==> config.mk <==
export PLATFORM = sky130hd
export DESIGN_NAME = branch_resolve_unit_flat
export DESIGN_NICKNAME = d
export VERILOG_FILES = /design/src/rtl/branch_resolve_unit_pkg.sv /design/src/rtl/branch_resolve_unit_if.sv /design/src/rtl/branch_cond.sv /design/src/rtl/branch_resolve_unit.sv /design/src/flat_wrapper.sv
export SDC_FILE = /design/constraint.sdc
export NUM_CORES = 1
export LEC_CHECK = 0
export BUFFER_PORTS_ARGS = -buffer_cell sky130_fd_sc_hd__buf_2
export CAP_MARGIN = 20
export CORE_MARGIN = 8
export CORE_UTILIZATION = 49
export CTS_CLUSTER_DIAMETER = 50
export DETAILED_ROUTE_END_ITERATION = 10
export PLACE_DENSITY = 0.77
export SYNTH_ARGS = -nofsm -noshare
export SYNTH_HDL_FRONTEND = slang
export SYNTH_HIERARCHICAL = 1
export SYNTH_SLANG_ARGS = --single-unit
==> constraint.sdc <==
create_clock -name clk -period 5.5 [get_ports clk]
set_input_delay 0.275 -clock clk [delete_from_list [all_inputs] [get_ports clk]]
set_output_delay 0.275 -clock clk [all_outputs]
set_load 0.01 [all_outputs]
==> src/rtl/branch_resolve_unit_pkg.sv <==
// Shared branch definitions: primary opcodes, REGIMM sub-ops and the link register index.
package branch_resolve_unit_pkg;

  localparam logic [5:0] OP_REGIMM = 6'b000001;
  localparam logic [5:0] OP_BEQ    = 6'b000100;
  localparam logic [5:0] OP_BNE    = 6'b000101;
  localparam logic [5:0] OP_BLEZ   = 6'b000110;
  localparam logic [5:0] OP_BGTZ   = 6'b000111;

  localparam logic [4:0] RT_BLTZ   = 5'b00000;
  localparam logic [4:0] RT_BGEZ   = 5'b00001;
  localparam logic [4:0] RT_BLTZAL = 5'b10000;
  localparam logic [4:0] RT_BGEZAL = 5'b10001;

  // *AL forms always write this register with the link address.
  localparam logic [4:0] LINK_REG  = 5'd31;

endpackage

==> src/rtl/branch_resolve_unit_if.sv <==
// Branch µop request / resolved result bus, plus flush and perf counter taps.
interface branch_resolve_unit_if #(
  parameter int XLEN  = 32,
  parameter int CNT_W = 32
);
  logic            in_valid;
  logic            in_ready;
  logic [5:0]      in_op;
  logic [4:0]      in_rt;
  logic [XLEN-1:0] in_a;
  logic [XLEN-1:0] in_b;
  logic [XLEN-1:0] in_pc;
  logic [15:0]     in_imm;
  logic            in_pred_taken;
  logic            flush;
  logic            out_valid;
  logic            out_ready;
  logic            out_taken;
  logic            out_mispredict;
  logic [XLEN-1:0] out_redirect_pc;
  logic            out_link_we;
  logic [XLEN-1:0] out_link_pc;
  logic            out_illegal;
  logic [CNT_W-1:0] cnt_branches;
  logic [CNT_W-1:0] cnt_mispredicts;

  // Decode / pipeline-control side.
  modport master (
    output in_valid, in_op, in_rt, in_a, in_b, in_pc, in_imm, in_pred_taken,
    output flush, out_ready,
    input  in_ready, out_valid, out_taken, out_mispredict, out_redirect_pc,
    input  out_link_we, out_link_pc, out_illegal, cnt_branches, cnt_mispredicts
  );

  // Branch resolution unit side.
  modport slave (
    input  in_valid, in_op, in_rt, in_a, in_b, in_pc, in_imm, in_pred_taken,
    input  flush, out_ready,
    output in_ready, out_valid, out_taken, out_mispredict, out_redirect_pc,
    output out_link_we, out_link_pc, out_illegal, cnt_branches, cnt_mispredicts
  );
endinterface

==> src/rtl/branch_cond.sv <==
// Combinational branch condition decode: direction, link-write and illegal flags.
module branch_cond
  import branch_resolve_unit_pkg::*;
#(
  parameter int XLEN = 32
) (
  input  logic [5:0]      op,
  input  logic [4:0]      rt,
  input  logic [XLEN-1:0] a,
  input  logic [XLEN-1:0] b,
  output logic            taken,
  output logic            is_link,
  output logic            illegal
);

  logic a_neg;
  logic a_zero;

  assign a_neg  = a[XLEN-1];
  assign a_zero = (a == '0);

  // Decode opcode / REGIMM sub-op into the resolved direction.
  always_comb begin
    // NOTE: every output gets a default before the case so no path can infer a latch.
    taken   = 1'b0;
    is_link = 1'b0;
    illegal = 1'b0;
    case (op)
      OP_BEQ:  taken = (a == b);
      OP_BNE:  taken = (a != b);
      OP_BLEZ: taken = a_neg | a_zero;
      OP_BGTZ: taken = ~a_neg & ~a_zero;
      OP_REGIMM: begin
        case (rt)
          RT_BLTZ:   taken = a_neg;
          RT_BGEZ:   taken = ~a_neg;
          RT_BLTZAL: begin taken = a_neg;  is_link = 1'b1; end
          RT_BGEZAL: begin taken = ~a_neg; is_link = 1'b1; end
          default:   illegal = 1'b1;
        endcase
      end
      default: illegal = 1'b1;
    endcase
  end

endmodule

==> src/rtl/branch_resolve_unit.sv <==
// Two-stage pipelined branch resolution with valid/ready flow control and
// saturating perf counters. Integration note: in_ready is a combinational
// function of out_ready (no skid buffer), so the producer must not make
// in_valid depend on in_ready combinationally through out_ready.
module branch_resolve_unit
  import branch_resolve_unit_pkg::*;
#(
  parameter int XLEN     = 32,
  parameter int CNT_W    = 32,
  parameter int LINK_OFS = 8
) (
  input logic           clk,
  input logic           rst,
  branch_resolve_unit_if.slave bus
);

  logic            c_taken, c_link, c_illegal;
  logic [XLEN-1:0] c_target, c_link_pc;

  logic            s1_valid, s1_taken, s1_link, s1_illegal, s1_pred;
  logic [XLEN-1:0] s1_target, s1_link_pc;

  logic            s2_valid, s2_taken, s2_mispredict, s2_link_we, s2_illegal;
  logic [XLEN-1:0] s2_redirect_pc, s2_link_pc;

  logic [CNT_W-1:0] cnt_br, cnt_mp;

  logic s1_adv, s2_adv, accept, xfer;

  branch_cond #(.XLEN(XLEN)) u_cond (
    .op      (bus.in_op),
    .rt      (bus.in_rt),
    .a       (bus.in_a),
    .b       (bus.in_b),
    .taken   (c_taken),
    .is_link (c_link),
    .illegal (c_illegal)
  );

  // Target wraps modulo 2^XLEN; link/fall-through skips the delay slot.
  assign c_target  = bus.in_pc + XLEN'(4) + ({{(XLEN-16){bus.in_imm[15]}}, bus.in_imm} << 2);
  assign c_link_pc = bus.in_pc + XLEN'(LINK_OFS);

  assign s2_adv       = ~s2_valid | bus.out_ready;
  assign s1_adv       = ~s1_valid | s2_adv;
  assign bus.in_ready = s1_adv;
  assign accept       = bus.in_valid & s1_adv;
  assign xfer         = s2_valid & bus.out_ready;

  // Stage 1: capture the µop's compare result and target.
  always_ff @(posedge clk or posedge rst) begin
    if (rst) begin
      // NOTE: sequential state uses non-blocking assignments so every flop samples pre-edge values.
      s1_valid   <= 1'b0;
      s1_taken   <= 1'b0;
      s1_link    <= 1'b0;
      s1_illegal <= 1'b0;
      s1_pred    <= 1'b0;
      s1_target  <= '0;
      s1_link_pc <= '0;
    end else begin
      if (bus.flush)   s1_valid <= 1'b0;
      else if (s1_adv) s1_valid <= bus.in_valid;
      if (accept) begin
        s1_taken   <= c_taken;
        s1_link    <= c_link;
        s1_illegal <= c_illegal;
        s1_pred    <= bus.in_pred_taken;
        s1_target  <= c_target;
        s1_link_pc <= c_link_pc;
      end
    end
  end

  // Stage 2: register the resolved result; held while the consumer stalls.
  always_ff @(posedge clk or posedge rst) begin
    if (rst) begin
      s2_valid       <= 1'b0;
      s2_taken       <= 1'b0;
      s2_mispredict  <= 1'b0;
      s2_link_we     <= 1'b0;
      s2_illegal     <= 1'b0;
      s2_redirect_pc <= '0;
      s2_link_pc     <= '0;
    end else begin
      if (bus.flush)   s2_valid <= 1'b0;
      else if (s2_adv) s2_valid <= s1_valid;
      if (s2_adv && s1_valid) begin
        s2_taken       <= s1_taken;
        s2_mispredict  <= s1_taken ^ s1_pred;
        s2_link_we     <= s1_link;
        s2_illegal     <= s1_illegal;
        s2_redirect_pc <= s1_taken ? s1_target : s1_link_pc;
        s2_link_pc     <= s1_link_pc;
      end
    end
  end

  // Saturating perf counters; an output transfer counts even when flush coincides.
  always_ff @(posedge clk or posedge rst) begin
    if (rst) begin
      cnt_br <= '0;
      cnt_mp <= '0;
    end else if (xfer && !s2_illegal) begin
      if (cnt_br != '1)                   cnt_br <= cnt_br + CNT_W'(1);
      if (s2_mispredict && cnt_mp != '1)  cnt_mp <= cnt_mp + CNT_W'(1);
    end
  end

  assign bus.out_valid       = s2_valid;
  assign bus.out_taken       = s2_taken;
  assign bus.out_mispredict  = s2_mispredict;
  assign bus.out_redirect_pc = s2_redirect_pc;
  assign bus.out_link_we     = s2_link_we;
  assign bus.out_link_pc     = s2_link_pc;
  assign bus.out_illegal     = s2_illegal;
  assign bus.cnt_branches    = cnt_br;
  assign bus.cnt_mispredicts = cnt_mp;

endmodule

==> src/flat_wrapper.sv <==
// flat-port wrapper written by rule: the top's interface ports become plain ports
module branch_resolve_unit_flat import branch_resolve_unit_pkg::*;
#(
  parameter int XLEN     = 32,
  parameter int CNT_W    = 32,
  parameter int LINK_OFS = 8
)
  (clk, rst, bus_in_valid, bus_in_op, bus_in_rt, bus_in_a, bus_in_b, bus_in_pc, bus_in_imm, bus_in_pred_taken, bus_flush, bus_out_ready, bus_in_ready, bus_out_valid, bus_out_taken, bus_out_mispredict, bus_out_redirect_pc, bus_out_link_we, bus_out_link_pc, bus_out_illegal, bus_cnt_branches, bus_cnt_mispredicts);
  branch_resolve_unit_if #(.XLEN(XLEN), .CNT_W(CNT_W)) bus_i ();
  input logic clk;
  input logic rst;
  input wire logic [$bits(bus_i.in_valid)-1:0] bus_in_valid;
  input wire logic [$bits(bus_i.in_op)-1:0] bus_in_op;
  input wire logic [$bits(bus_i.in_rt)-1:0] bus_in_rt;
  input wire logic [$bits(bus_i.in_a)-1:0] bus_in_a;
  input wire logic [$bits(bus_i.in_b)-1:0] bus_in_b;
  input wire logic [$bits(bus_i.in_pc)-1:0] bus_in_pc;
  input wire logic [$bits(bus_i.in_imm)-1:0] bus_in_imm;
  input wire logic [$bits(bus_i.in_pred_taken)-1:0] bus_in_pred_taken;
  input wire logic [$bits(bus_i.flush)-1:0] bus_flush;
  input wire logic [$bits(bus_i.out_ready)-1:0] bus_out_ready;
  output wire logic [$bits(bus_i.in_ready)-1:0] bus_in_ready;
  output wire logic [$bits(bus_i.out_valid)-1:0] bus_out_valid;
  output wire logic [$bits(bus_i.out_taken)-1:0] bus_out_taken;
  output wire logic [$bits(bus_i.out_mispredict)-1:0] bus_out_mispredict;
  output wire logic [$bits(bus_i.out_redirect_pc)-1:0] bus_out_redirect_pc;
  output wire logic [$bits(bus_i.out_link_we)-1:0] bus_out_link_we;
  output wire logic [$bits(bus_i.out_link_pc)-1:0] bus_out_link_pc;
  output wire logic [$bits(bus_i.out_illegal)-1:0] bus_out_illegal;
  output wire logic [$bits(bus_i.cnt_branches)-1:0] bus_cnt_branches;
  output wire logic [$bits(bus_i.cnt_mispredicts)-1:0] bus_cnt_mispredicts;
  assign bus_i.in_valid = bus_in_valid;
  assign bus_i.in_op = bus_in_op;
  assign bus_i.in_rt = bus_in_rt;
  assign bus_i.in_a = bus_in_a;
  assign bus_i.in_b = bus_in_b;
  assign bus_i.in_pc = bus_in_pc;
  assign bus_i.in_imm = bus_in_imm;
  assign bus_i.in_pred_taken = bus_in_pred_taken;
  assign bus_i.flush = bus_flush;
  assign bus_i.out_ready = bus_out_ready;
  assign bus_in_ready = bus_i.in_ready;
  assign bus_out_valid = bus_i.out_valid;
  assign bus_out_taken = bus_i.out_taken;
  assign bus_out_mispredict = bus_i.out_mispredict;
  assign bus_out_redirect_pc = bus_i.out_redirect_pc;
  assign bus_out_link_we = bus_i.out_link_we;
  assign bus_out_link_pc = bus_i.out_link_pc;
  assign bus_out_illegal = bus_i.out_illegal;
  assign bus_cnt_branches = bus_i.cnt_branches;
  assign bus_cnt_mispredicts = bus_i.cnt_mispredicts;
  branch_resolve_unit #(.XLEN(XLEN), .CNT_W(CNT_W), .LINK_OFS(LINK_OFS)) u_core (.clk(clk), .rst(rst), .bus(bus_i));
endmodule
==> impl_results.md, run 1 <==
- Outcome: complete, no violations
- RR Startpoint: u_core/bus.cnt_mispredicts[4]$_DFFE_PP0P_
- CP top delay family: compound AO/OA/AOI/OAI gates
- Post-DRT Antenna Nets: 0
- Largest stage delay on the critical path: 0.42 ns
- Drt initial violations: 662
- CTS tree: done
- Total track usage: a little over a fifth
- Placement Cell Area: roughly 13000 um^2
- Cells after DPL: ~1700
- Avg Synthesized Cell Area: 9.22 um^2
- Reg2Reg Setup Slack: approximately 3.1 ns
- Routed WL: a little under 30 mm
- Post-synth EDFFs: 0
- Worst-skew pair later-pin latency: around 0.44 ns
- Final Cell Area: ~13000 um^2
- Crit share post-route: 50.9%
- Largest net degree at the start of global routing: roughly 180
- Setup TNS: 0 ns
- Pleak: around 6.5 nW
- Critical-path cell list: buf_2 > ha_1 > ha_1 > fa_1 > a21o_1 > a221o_2 > a311o_1 > a21oi_2 > nor3_1 > o31a_1 > o31ai_1
- Starting Density: about half
- Synth top cells by count: 290 x nand2_1, 200 x dfrtp_1, 98 x o21ai_0
- Post-cts sizing count: 0
- DR vias/cell: roughly 5.4
- Tmin final: roughly 2.8 ns
- Sequential area share after synthesis: 45.0%
- Synthesized Nets: 1398
- Synthesis-to-finish area growth: 19.7%
- Most common cell in the netlist: nand2_1
- Die X-Extent: between 150 and 200 um
- Syn Std Cell Area: 11100 um^2
- Gp weighted congestion: 0.911
- Final Setup Violations: 0
- TritonRoute pass-1 iters: 8
- Post-synth top area share: between 40% and 50%
- Worst-Margin Slew: around 1.1 ns
- Filler cells: 2003
- Type of destination of the critical path: flop
- Final Power: slightly below 4 mW
- Max-cap viol count: 0
- PortBufs: roughly 260
- Cts bufs inserted: 17
- Final net count: 1644
- PD cells: 290 nW/um^2
- Core Box Area: ~23000 um^2
- Global-route wire length before repair: 48.1 mm
- Worst slew margin: between 20 and 30%
- Via total after detailed routing: about 9500
- Critical path's slowest cell: fa_1
- Number of global-route vias before repair: between 9000 and 10000
- Reg2Reg Depth: 7
- Min-delay src: bus_in_pc[0]
- Die ar.: ~28000 um^2
- Setup CP Type: primary input to flop
- CP max FO: 5
- Most used cell, CP: ha_1
- Hold Path Sink: u_core/s1_target[0]$_DFFE_PP0P_
- Ys Warns: 6
- Prevailing post-synth register cell: dfrtp_1
- Syn Inst Count: 1208
- # rows: 55
- Worst-path clk slew: ~0.070 ns
- GRT overflow: 0
- Share of post-route cells with drive strength above 1: between 20 and 25%
- FFs w/ async S/R, synth: 100%
- Tightest Hold Check Type: primary input to flop
- Worst path buffer plus inverter count: 1
- # Post-CTS Setup Buffers: 0
- Fin. Hold Viols: 0
- Max H-tree Level: 4
- Critical Path AT: around 3.1 ns
- Clock sink count: 200
- Cell accounting for the most synthesized area: dfrtp_1
- Synth unique cells: 63
- Crit start category: primary input
- DP HPWL: approximately 22 mm
- WP data required: slightly below 6 ns
- Reg area: 5010 um^2
- Register bit count reported by yosys: 200
- Drt drc: 0
- Max frequency: between 300 and 400 MHz
- Area of the multi-input gates: roughly 6000 um^2
- Clk buf depth: 2
- Synth top area cells: dfrtp_1 45%, nand2_1 9.8%, xnor2_1 7.3%
- Root Buffer: clkbuf_16
- Non-filler instance count after layout: between 1500 and 2000
- Die Y: ~170 um
- Worst reg2reg path endpoint: u_core/bus.cnt_mispredicts[31]$_DFFE_PP0P_
- Peak supply drop: around 0.20 mV
- Fin. max-slew vios: 0
- Hold_buf cts: 2
- Initial antenna violation count: 0
- Hold Crit Depth: 3
- RSZ-0062 raised after global routing: false
- # IOs: around 260
- Final clock skew: about 0.019 ns
- Routed len/inst: ~17 um
## kinds of logic (layout without fill, tap and decap cells)
| group | after synthesis | in the layout | share of synthesized area [%] |
|---|---|---|---|
| xor+xnor | 144 | 144 | 11.3 |
| buf+inv | 64 | 322 | 2.23 |
| flops | 200 | 200 | 45.0 |
| compound gates | 184 | 184 | 9.62 |
| fa+ha+maj | 61 | 61 | 6.92 |
| simple gates | 524 | 524 | 22.1 |
| mux | 31 | 31 | 2.80 |
| other cells | 0 | 1 | 0 |
## where the power goes
| part | internal (mW) | switching, mW |
|---|---|---|
| clock network | 0.699 | 0.589 |
| logic | 0.331 | 0.467 |
| registers | 1.65 | 0.134 |
| total | 2.68 | 1.19 |
## routing by layer
layer  up-vias  routed length (um)  track usage (%)
li1       4664                   -                -
met1      4497               13500             27.5
met2       271               14000             35.1
met3        22                1440             4.11
met4         0                 326             4.70
met5         -                   0                0
## layout by cell type, fill, tap and decap left out, drive strengths merged, types with 3 or more instances in the layout
master,instances
dfrtp,200
or2,3
or3,4
and4,10
a311o,3
o31ai,4
nor4,19
nand2,290
a21oi,38
o21ai,99
nand2b,3
o211ai,5
xnor2,93
inv,29
and3,13
nand4b,3
nor2,57
buf,265
a31oi,5
clkbuf,19
or4,6
a21o,12
clkinv,3
nand4,43
nor3,14
xor2,51
mux2i,30
nand3,41
ha,60
and2,6
nor2b,7
## worst reg2reg max path: stages, from the launching register on
cell and delay (ns):
dfrtp_1 0.48, and4_1 0.31, nand4_1 0.33, nor2_1 0.23, nand4_1 0.20, nor3_2 0.39, nand3b_1 0.18, xnor2_1 0.16
## state kept, by name, summed over array words and instances, names as in the netlist
name                        flops
u_core/bus.out_taken            1
u_core/s1_pred                  1
u_core/bus.out_link_pc         32
u_core/bus.out_mispredict       1
u_core/bus.out_link_we          1
u_core/s1_taken                 1
u_core/bus.out_valid            1
u_core/s1_link                  1
u_core/bus.out_redirect_pc     32
u_core/s1_illegal               1
u_core/bus.out_illegal          1
u_core/s1_valid                 1
u_core/bus.cnt_mispredicts     32
u_core/s1_link_pc              30
u_core/bus.cnt_branches        32
u_core/s1_target               32
## per-stage QoR
step	utilization, %	worst slack (ns)	hold WS [ns]
2_1_floorplan	-	2.64	0.341
3_3_place_gp	56.4	2.38	0.364
3_5_place_dp	56.4	2.32	0.371
4_1_cts	59.2	2.72	0.0203
5_1_grt	59.2	2.58	0.0276
6_report	59.2	2.70	0.0365
## worst max path at each step
stage / start / to / slack (ns) / depth (start not counted)
2_1_floorplan: rst / u_core/bus.cnt_branches[0]$_DFFE_PP0P_ / 2.64 / 1
3_3_place_gp: bus_in_pc[3] / u_core/s1_target[23]$_DFFE_PP0P_ / 2.38 / 11
3_5_place_dp: bus_in_pc[3] / u_core/s1_target[23]$_DFFE_PP0P_ / 2.32 / 11
4_1_cts: bus_in_pc[3] / u_core/s1_target[23]$_DFFE_PP0P_ / 2.72 / 11
5_1_grt: bus_in_pc[3] / u_core/s1_target[23]$_DFFE_PP0P_ / 2.58 / 11
6_report: bus_in_pc[3] / u_core/s1_target[23]$_DFFE_PP0P_ / 2.70 / 11
## layout make-up
class | instances | area share [%]
repair buffers | 267 | 10.3
well taps | 285 | 2.68
diodes | 1 | 0.0188
inverters | 24 | 0.704
flip-flops and latches | 200 | 37.6
clock inverters | 12 | 1.19
clock buffers | 19 | 3.32
multi-input cells | 944 | 44.3
No activity file was read; power rests on OpenSTA's default activity.
==> run 2: changes to the inputs <==
--- a/config.mk
+++ b/config.mk
@@ -5,13 +5,14 @@
 export SDC_FILE = /design/constraint.sdc
 export NUM_CORES = 1
 export LEC_CHECK = 0
+export ABC_AREA = 1
 export BUFFER_PORTS_ARGS = -buffer_cell sky130_fd_sc_hd__buf_2
 export CAP_MARGIN = 20
 export CORE_MARGIN = 8
-export CORE_UTILIZATION = 49
+export CORE_UTILIZATION = 50
 export CTS_CLUSTER_DIAMETER = 50
 export DETAILED_ROUTE_END_ITERATION = 10
-export PLACE_DENSITY = 0.77
+export PLACE_DENSITY = 0.76
 export SYNTH_ARGS = -nofsm -noshare
 export SYNTH_HDL_FRONTEND = slang
 export SYNTH_HIERARCHICAL = 1
==> constraint.sdc (replaced) <==
create_clock -name clk -period 2.4 [get_ports clk]
set_input_delay 0.12 -clock clk [delete_from_list [all_inputs] [get_ports clk]]
set_output_delay 0.12 -clock clk [all_outputs]
set_load 0.01 [all_outputs]
==> run 2 against run 1 <==
Worst hold slack lost 0.0087 ns. Design area grew 17%. Setup slack lost 2.5 ns. Core utilization grew 0.75 points. Sequential share of layout area shrank 5.5 points. Cell count grew 44%. Register-to-register slack lost 2.9 ns. Largest cell class unchanged. Sequential power grew to 2.6 times the previous value. Critical path type unchanged. Largest power group unchanged.
==> impl_results.md, run 2 <==
- Filler cells: 2500 (was 2003)
- Final clock skew: 0.0140 ns (was 0.0186 ns)
- Min-delay src: bus_in_pc[7] (was bus_in_pc[0])
- NetSw: 3.85 mW (was 1.19 mW)
- CTS tree: done (unchanged)
- Via total after detailed routing: 13100 (was 9454)
- Post-synth EDFFs: 0 (unchanged)
- Gp weighted congestion: 0.966 (was 0.911)
- # rows: 59 (was 55)
- Tightest Hold Check Type: primary input to flop (unchanged)
- Worst-path clk slew: 0.08 ns (was 0.07 ns)
- Synthesized Nets: 2096 (was 1398)
- Reg2Reg Setup Slack: 0.25 ns (was 3.10 ns)
- Synth top cells by count: 744 x nand2_1, 222 x inv_1, 200 x dfrtp_1 (was 290 x nand2_1, 200 x dfrtp_1, 98 x o21ai_0)
- Cell Int Power: 6.63 mW (was 2.68 mW)
- Tmin final: roughly 2.2 ns
- Starting Density: 50.8% (was 49.5%)
- Crit start category: primary input (unchanged)
- Most frequent cells in the layout: 742 x nand2_1, 262 x buf_2, 220 x inv_1 (was 289 x nand2_1, 262 x buf_2, 199 x dfrtp_1)
- Routed WL: 38.8 mm (was 29.3 mm)
- Max H-tree Level: 4 (unchanged)
- Pre-CTS setup slack: 0.154 ns (was 2.32 ns)
- Cts bufs inserted: 17 (unchanged)
- Register bit count reported by yosys: 200 (unchanged)
- RSZ-0062 raised after global routing: false (unchanged)
- Crit share post-route: 92.3%
- Synth unique cells: 36 (was 63)
- Root Buffer: clkbuf_16 (unchanged)
- Critical path's slowest cell: dlygate4sd3_1 (was fa_1)
- Final net count: 2359 (was 1644)
- FFs w/ async S/R, synth: 100% (unchanged)
- RR Startpoint: u_core/bus.cnt_mispredicts[0]$_DFFE_PP0P_ (was u_core/bus.cnt_mispredicts[4]$_DFFE_PP0P_)
- Final Setup Violations: 0 (unchanged)
- Most common cell in the netlist: nand2_1 (unchanged)
- WP data required: 2.71 ns (was 5.83 ns)
- PortBufs: 262 (unchanged)
- Worst-skew pair later-pin latency: 0.43 ns (was 0.44 ns)
- Number of global-route vias before repair: 12600 (was 9457)
- Pleak: 8.23 nW (was 6.52 nW)
- DP HPWL: 30.6 mm (was 22.2 mm)
- Share of post-route cells with drive strength above 1: 16.6% (was 22.2%)
- TritonRoute pass-1 iters: 6 (was 8)
- Avg Synthesized Cell Area: 6.93 um^2 (was 9.22 um^2)
- WHS: 0.0278 ns (was 0.0365 ns)
- Critical-path cell list: dlygate4sd3_1 > buf_2 > ha_1 > ha_1 > nand2_1 > nor2_1 > nand3_1 > nand3b_1 > nand2_1 > nand2_1 > nand2_1 > nand3_1 > nand2_1 (was buf_2 > ha_1 > ha_1 > fa_1 > a21o_1 > a221o_2 > a311o_1 > a21oi_2 > nor3_1 > o31a_1 > o31ai_1)
- Cell accounting for the most synthesized area: dfrtp_1 (unchanged)
- Ys Warns: 6 (unchanged)
- Largest net degree at the start of global routing: 150 (was 175)
- Sequential Power Share: 43.8% (was 46.1%)
- Core Box Area: 26000 um^2 (was 22500 um^2)
- Die Y: 178 um (was 167 um)
- Clock share of power: 26.3% (was 33.3%)
- GRT overflow: 0 (unchanged)
- DR vias/cell: 5.20 (was 5.40)
- # Post-CTS Setup Buffers: 0 (unchanged)
- Prevailing post-synth register cell: dfrtp_1 (unchanged)
- Most used cell, CP: nand2_1 (was ha_1)
- Worst reg2reg path endpoint: u_core/bus.cnt_mispredicts[31]$_DFFE_PP0P_ (unchanged)
- Drt drc: 0 (unchanged)
- Peak supply drop: 0.518 mV (was 0.197 mV)
- Sw frac: 36.8% (was 30.8%)
- Reg2Reg Depth: 10 (was 7)
- Final worst slack: 0.185 ns (was 2.70 ns)
- Post-synth top area share: 37.9% (was 45.0%)
- Max-cap viol count: 0 (unchanged)
- Routed len/inst: 15.4 um (was 16.7 um)
- Hold Crit Depth: 3 (unchanged)
- PD cells: 672 nW/um^2 (was 290 nW/um^2)
- Die ar.: 31900 um^2 (was 27800 um^2)
- Worst slew margin: 43.2% (was 29.6%)
- Clk buf depth: 2 (unchanged)
- Total track usage: 24.2% (was 20.9%)
- Max frequency: 451 MHz
- Global-route wire length before repair: 62.2 mm (was 48.1 mm)
- CP max FO: 6 (was 5)
- Fin. Hold Viols: 0 (unchanged)
- Synthesis-to-finish area growth: 18.0% (was 19.7%)
- Clock sink count: 200 (unchanged)
- Largest stage delay on the critical path: 0.52 ns (was 0.42 ns)
- Syn Std Cell Area: 13200 um^2 (was 11100 um^2)
- Initial antenna violation count: 3 (was 0)
- Die X-Extent: 178 um (was 167 um)
- Fin. max-slew vios: 0 (unchanged)
- Setup CP Type: primary input to flop (unchanged)
- Post-DRT Antenna Nets: 0 (unchanged)
- Synth top area cells: dfrtp_1 38%, nand2_1 21%, inv_1 6.3% (was dfrtp_1 45%, nand2_1 9.8%, xnor2_1 7.3%)
- Part of the power in combinational logic: 29.9% (was 20.6%)
- Drt initial violations: 1100 (was 662)
- Worst-Margin Slew: 0.851 ns (was 1.06 ns)
- Leading cell type in the layout, fill and taps excluded: nand2_1 (unchanged)
- Hold Path Sink: u_core/s1_link_pc[8]$_DFFE_PP0P_ (was u_core/s1_target[0]$_DFFE_PP0P_)
- Syn Inst Count: 1906 (was 1208)
- Outcome: complete, no violations (unchanged)
- Sequential area share after synthesis: 37.9% (was 45.0%)
- # IOs: 263 (unchanged)
- Type of destination of the critical path: flop (unchanged)
- Critical Path AT: 2.53 ns (was 3.13 ns)
==> run 2: per-stage QoR <==
stage	utilization (%)	setup TNS (ns)	area (um^2)	std cells	total power, mW
3_3_place_gp	57.3	0	14900	2473	7.65
3_5_place_dp	57.3	0	14900	2473	7.76
2_1_floorplan	-	-61.67	13200	1906	6.47
6_report	60.0	0	15600	2519	10.5
4_1_cts	59.9	0	15600	2517	10.5
5_1_grt	60.0	0	15600	2519	11.1
==> run 2: final cells by class <==
| class | count | area [um^2] | area share (%) |
|---|---|---|---|
| diodes | 2 | 5.00 | 0.0321 |
| clock buffers | 20 | 457 | 2.93 |
| clock inverters | 12 | 106 | 0.683 |
| inverters | 227 | 856 | 5.49 |
| multi-input cells | 1434 | 7140 | 45.8 |
| flip-flops and latches | 200 | 5000 | 32.1 |
| well taps | 335 | 419 | 2.69 |
| repair buffers | 289 | 1590 | 10.2 |
==> run 2: power by group through the flow <==
stage / clock (mW) / sequential, mW / combinational [mW]
floorplan: 0 / 4.71 / 1.76
global placement: 0 / 4.62 / 3.04
detailed placement: 0 / 4.64 / 3.12
CTS: 2.81 / 4.58 / 3.15
global route: 2.94 / 4.68 / 3.51
finish: 2.75 / 4.59 / 3.14
==> run 2: worst max path at each step <==
stage	startpoint	slack [ns]	to
floorplan	rst	-0.31	u_core/bus.cnt_branches[0]$_DFFE_PP0P_
global placement	bus_in_pc[3]	0.19	u_core/s1_target[31]$_DFFE_PP0P_
detailed placement	bus_in_pc[3]	0.15	u_core/s1_target[31]$_DFFE_PP0P_
CTS	bus_in_pc[3]	0.04	u_core/s1_target[31]$_DFFE_PP0P_
global route	bus_in_pc[11]	0.003	u_core/s1_target[31]$_DFFE_PP0P_
finish	bus_in_pc[11]	0.18	u_core/s1_target[31]$_DFFE_PP0P_
==> run 2: routing by layer <==
metal | up-vias | track usage, % | wire [um]
li1 | 6520 | - | -
met3 | 72 | 3.79 | 2520
met1 | 6042 | 31.4 | 17200
met4 | 2 | 8.06 | 1030
met2 | 455 | 40.5 | 18100
met5 | - | 0 | 10
==> run 2: cell families after synthesis <==
| family | after synthesis | synth area share (%) |
|---|---|---|
| simple gates | 1111 | 34.5 |
| buf+inv | 272 | 8.16 |
| flops | 200 | 37.9 |
| compound gates | 164 | 7.11 |
| xor+xnor | 98 | 6.50 |
| fa+ha+maj | 61 | 5.84 |
==> run 2: worst max-delay path, delay by kind of cell <==
family / cells / cell delay (ns)
adder cells (fa/ha/maj): 2 / 0.69
buffers and inverters: 2 / 0.67
AND/OR/NAND/NOR: 9 / 1.04
==> run 2: repair_timing <==
action | in CTS | in global routing
setup endpoints to repair | 0 | 11
gates resized for setup | 0 | 6
endpoints found under the hold margin | 129 | 0
hold buffers | 12 | 0
==> run 3: changes to the inputs <==
--- a/config.mk
+++ b/config.mk
@@ -13,6 +13,7 @@
 export CTS_CLUSTER_DIAMETER = 50
 export DETAILED_ROUTE_END_ITERATION = 10
 export PLACE_DENSITY = 0.76
+export RECOVER_POWER = 50
 export SYNTH_ARGS = -nofsm -noshare
 export SYNTH_HDL_FRONTEND = slang
 export SYNTH_HIERARCHICAL = 1
==> run 3 against run 2 <==
Combinational power is 4% lower. Critical endpoint is now u_core/s1_target[18]$_DFFE_PP0P_. Via count up 0.14%. Largest power group unchanged. Cell count unchanged. Clock-buffer cell count stayed put. Largest cell class unchanged. Critical path type unchanged. Clock skew hardly changed. Clock power barely moved.
==> impl_results.md, run 3 (synthesis results as in run 2) <==
- Type of destination of the critical path: flop (unchanged)
- Starting Density: 50.8% (unchanged)
- Most frequent cells in the layout: 743 x nand2_1, 220 x inv_1, 200 x dfrtp_1 (was 742 x nand2_1, 262 x buf_2, 220 x inv_1)
- Drt initial violations: 1108 (was 1100)
- # rows: 59 (unchanged)
- Initial antenna violation count: 3 (unchanged)
- Worst-Margin Slew: 1.35 ns (was 0.851 ns)
- Filler cells: 2575 (was 2500)
- CTS tree: done (unchanged)
- PD cells: 673 nW/um^2 (was 672 nW/um^2)
- Largest net degree at the start of global routing: 150 (unchanged)
- Share of post-route cells with drive strength above 1: 11.1% (was 16.6%)
- Clock sink count: 200 (unchanged)
- Setup TNS: 0 ns (unchanged)
- Number of global-route vias before repair: 12600 (unchanged)
- Sequential Power Share: 44.3% (was 43.8%)
- Root Buffer: clkbuf_16 (unchanged)
- Core Util, Final: 59.3% (was 60.0%)
- Global-route wire length before repair: 62.2 mm (unchanged)
- Part of the power in combinational logic: 29.1% (was 29.9%)
- # IOs: 263 (unchanged)
- TritonRoute pass-1 iters: 5 (was 6)
- DR vias/cell: 5.20 (about the same)
- Crit share post-route: 93.1% (was 92.3%)
- Critical Path Start: bus_in_pc[8] (was bus_in_pc[11])
- Crit start category: primary input (unchanged)
- Die Y: 178 um (unchanged)
- Fin. Hold Viols: 0 (unchanged)
- Final net count: 2359 (unchanged)
- Routed WL: 39.0 mm (was 38.8 mm)
- Worst reg2reg path endpoint: u_core/bus.cnt_mispredicts[31]$_DFFE_PP0P_ (unchanged)
- NetSw: 3.87 mW (was 3.85 mW)
- GRT overflow: 0 (unchanged)
- Cell Int Power: 6.51 mW (was 6.63 mW)
- Final Setup Violations: 0 (unchanged)
- Drt drc: 0 (unchanged)
- Max frequency: 448 MHz (was 451 MHz)
- Routed len/inst: 15.5 um (was 15.4 um)
- Reg2Reg Setup Slack: 0.26 ns (was 0.25 ns)
- Synthesis-to-finish area growth: 16.8% (was 18.0%)
- Setup CP Type: primary input to flop (unchanged)
- Gp weighted congestion: 0.966 (unchanged)
- Peak supply drop: 0.525 mV (was 0.518 mV)
- Worst-skew pair later-pin latency: 0.43 ns (about the same)
- Via total after detailed routing: 13100 (about the same)
- Sw frac: 37.3% (was 36.8%)
- Total track usage: 24.2% (unchanged)
- DP HPWL: 30.6 mm (unchanged)
- Max H-tree Level: 4 (unchanged)
- Critical Path AT: 2.53 ns (about the same)
- Clock share of power: 26.5% (was 26.3%)
- Max-cap viol count: 0 (unchanged)
- Busiest layer in global routing: met2 (unchanged)
- Die ar.: 31900 um^2 (unchanged)
- # Post-CTS Setup Buffers: 0 (unchanged)
- RSZ-0062 raised after global routing: false (unchanged)
- Outcome: complete, no violations (unchanged)
- Cts bufs inserted: 17 (unchanged)
- WP data required: 2.69 ns (was 2.71 ns)
- Worst slew margin: 10.1% (was 43.2%)
- Pleak: 7.85 nW (was 8.23 nW)
- Worst-path clk slew: 0.08 ns (about the same)
- Die X-Extent: 178 um (unchanged)
- WHS: 0.0274 ns (was 0.0278 ns)
- Clk buf depth: 2 (unchanged)
- RR Startpoint: u_core/bus.cnt_mispredicts[0]$_DFFE_PP0P_ (unchanged)
- Leading cell type in the layout, fill and taps excluded: nand2_1 (unchanged)
- Final clock skew: 0.0142 ns (was 0.0140 ns)
- Tightest Hold Check Type: primary input to flop (unchanged)
- Fin. max-slew vios: 0 (unchanged)
- Reg2Reg Depth: 10 (unchanged)
- Tmin final: 2.23 ns (was 2.22 ns)
- Met1 GRT Util: 31.4% (unchanged)
- Post-DRT Antenna Nets: 0 (unchanged)
- Met2 Usage GRT: 40.5% (unchanged)
- PortBufs: 262 (unchanged)
- Setup crit end: u_core/s1_target[18]$_DFFE_PP0P_ (was u_core/s1_target[31]$_DFFE_PP0P_)
- Core Box Area: 26000 um^2 (unchanged)
- CP max FO: 5 (was 6)
- Global routing usage on met3: 3.79% (unchanged)
## run 3: cell count changes in the layout (fill, tap and decap cells not counted), sizes merged
cell and delta:
buf -121, clkbuf +121
## run 3: worst min-delay path by stage
stage	from	end	slack [ns]	cells after the start
floorplan	bus_flush	u_core/bus.out_valid$_DFFE_PP0P_	0.18	1
global placement	bus_flush	u_core/bus.out_valid$_DFFE_PP0P_	0.29	2
detailed placement	bus_flush	u_core/s1_valid$_DFFE_PP0P_	0.29	2
CTS	bus_in_pc[7]	u_core/s1_link_pc[8]$_DFFE_PP0P_	0.01	3
global route	bus_in_pc[7]	u_core/s1_link_pc[8]$_DFFE_PP0P_	0.03	3
finish	bus_in_pc[7]	u_core/s1_link_pc[8]$_DFFE_PP0P_	0.03	3
## run 3: area by class of cell
cell class              instances  area [um^2]  area share, %
flip-flops and latches        200         5000           32.5
diodes                          2         5.00         0.0325
well taps                     335          419           2.72
clock buffers                  20          457           2.96
repair buffers                289         1430           9.29
clock inverters                12          106          0.690
multi-input cells            1434         7140           46.3
inverters                     227          853           5.54
## run 3: routing by layer
layer  part of all wire [%]  vias to the layer above
li1                       -                     6532
met1                     45                     6106
met5                  0.026                        -
met3                    5.8                       57
met2                     47                      412
met4                    2.4                        2
## run 3: power groups by stage
stage / Combinational (mW) / Clock, mW / Sequential, mW
2_1_floorplan: 1.76 / 0 / 4.71
3_3_place_gp: 3.04 / 0 / 4.62
3_5_place_dp: 3.12 / 0 / 4.64
4_1_cts: 3.15 / 2.81 / 4.58
5_1_grt: 3.40 / 2.94 / 4.70
6_report: 3.03 / 2.75 / 4.60
## run 3: stage by stage
stage | instance area, um^2 | power, mW | setup slack, ns | std cells
floorplan | 13200 | 6.47 | -0.308 | 1906
global placement | 14900 | 7.65 | 0.189 | 2473
detailed placement | 14900 | 7.76 | 0.154 | 2473
CTS | 15600 | 10.5 | 0.0381 | 2517
global route | 15400 | 11.0 | 0.00279 | 2519
finish | 15400 | 10.4 | 0.166 | 2519
## run 3: repair_timing
| action | in CTS | in global routing |
|---|---|---|
| setup endpoints to repair | 0 | 11 |
| hold endpoints to repair | 129 | 0 |
| hold buffers | 12 | 0 |
| resized for setup | 0 | 6 |
## run 3: critical path: stages
cell	delay (ns)
dlygate4sd3_1	0.53
buf_2	0.15
ha_1	0.31
ha_1	0.37
nand2_1	0.14
inv_1	0.07
a21oi_1	0.14
nand2_1	0.15
nand3_1	0.12
nand2_1	0.05
o21ai_0	0.26
o21ai_0	0.12
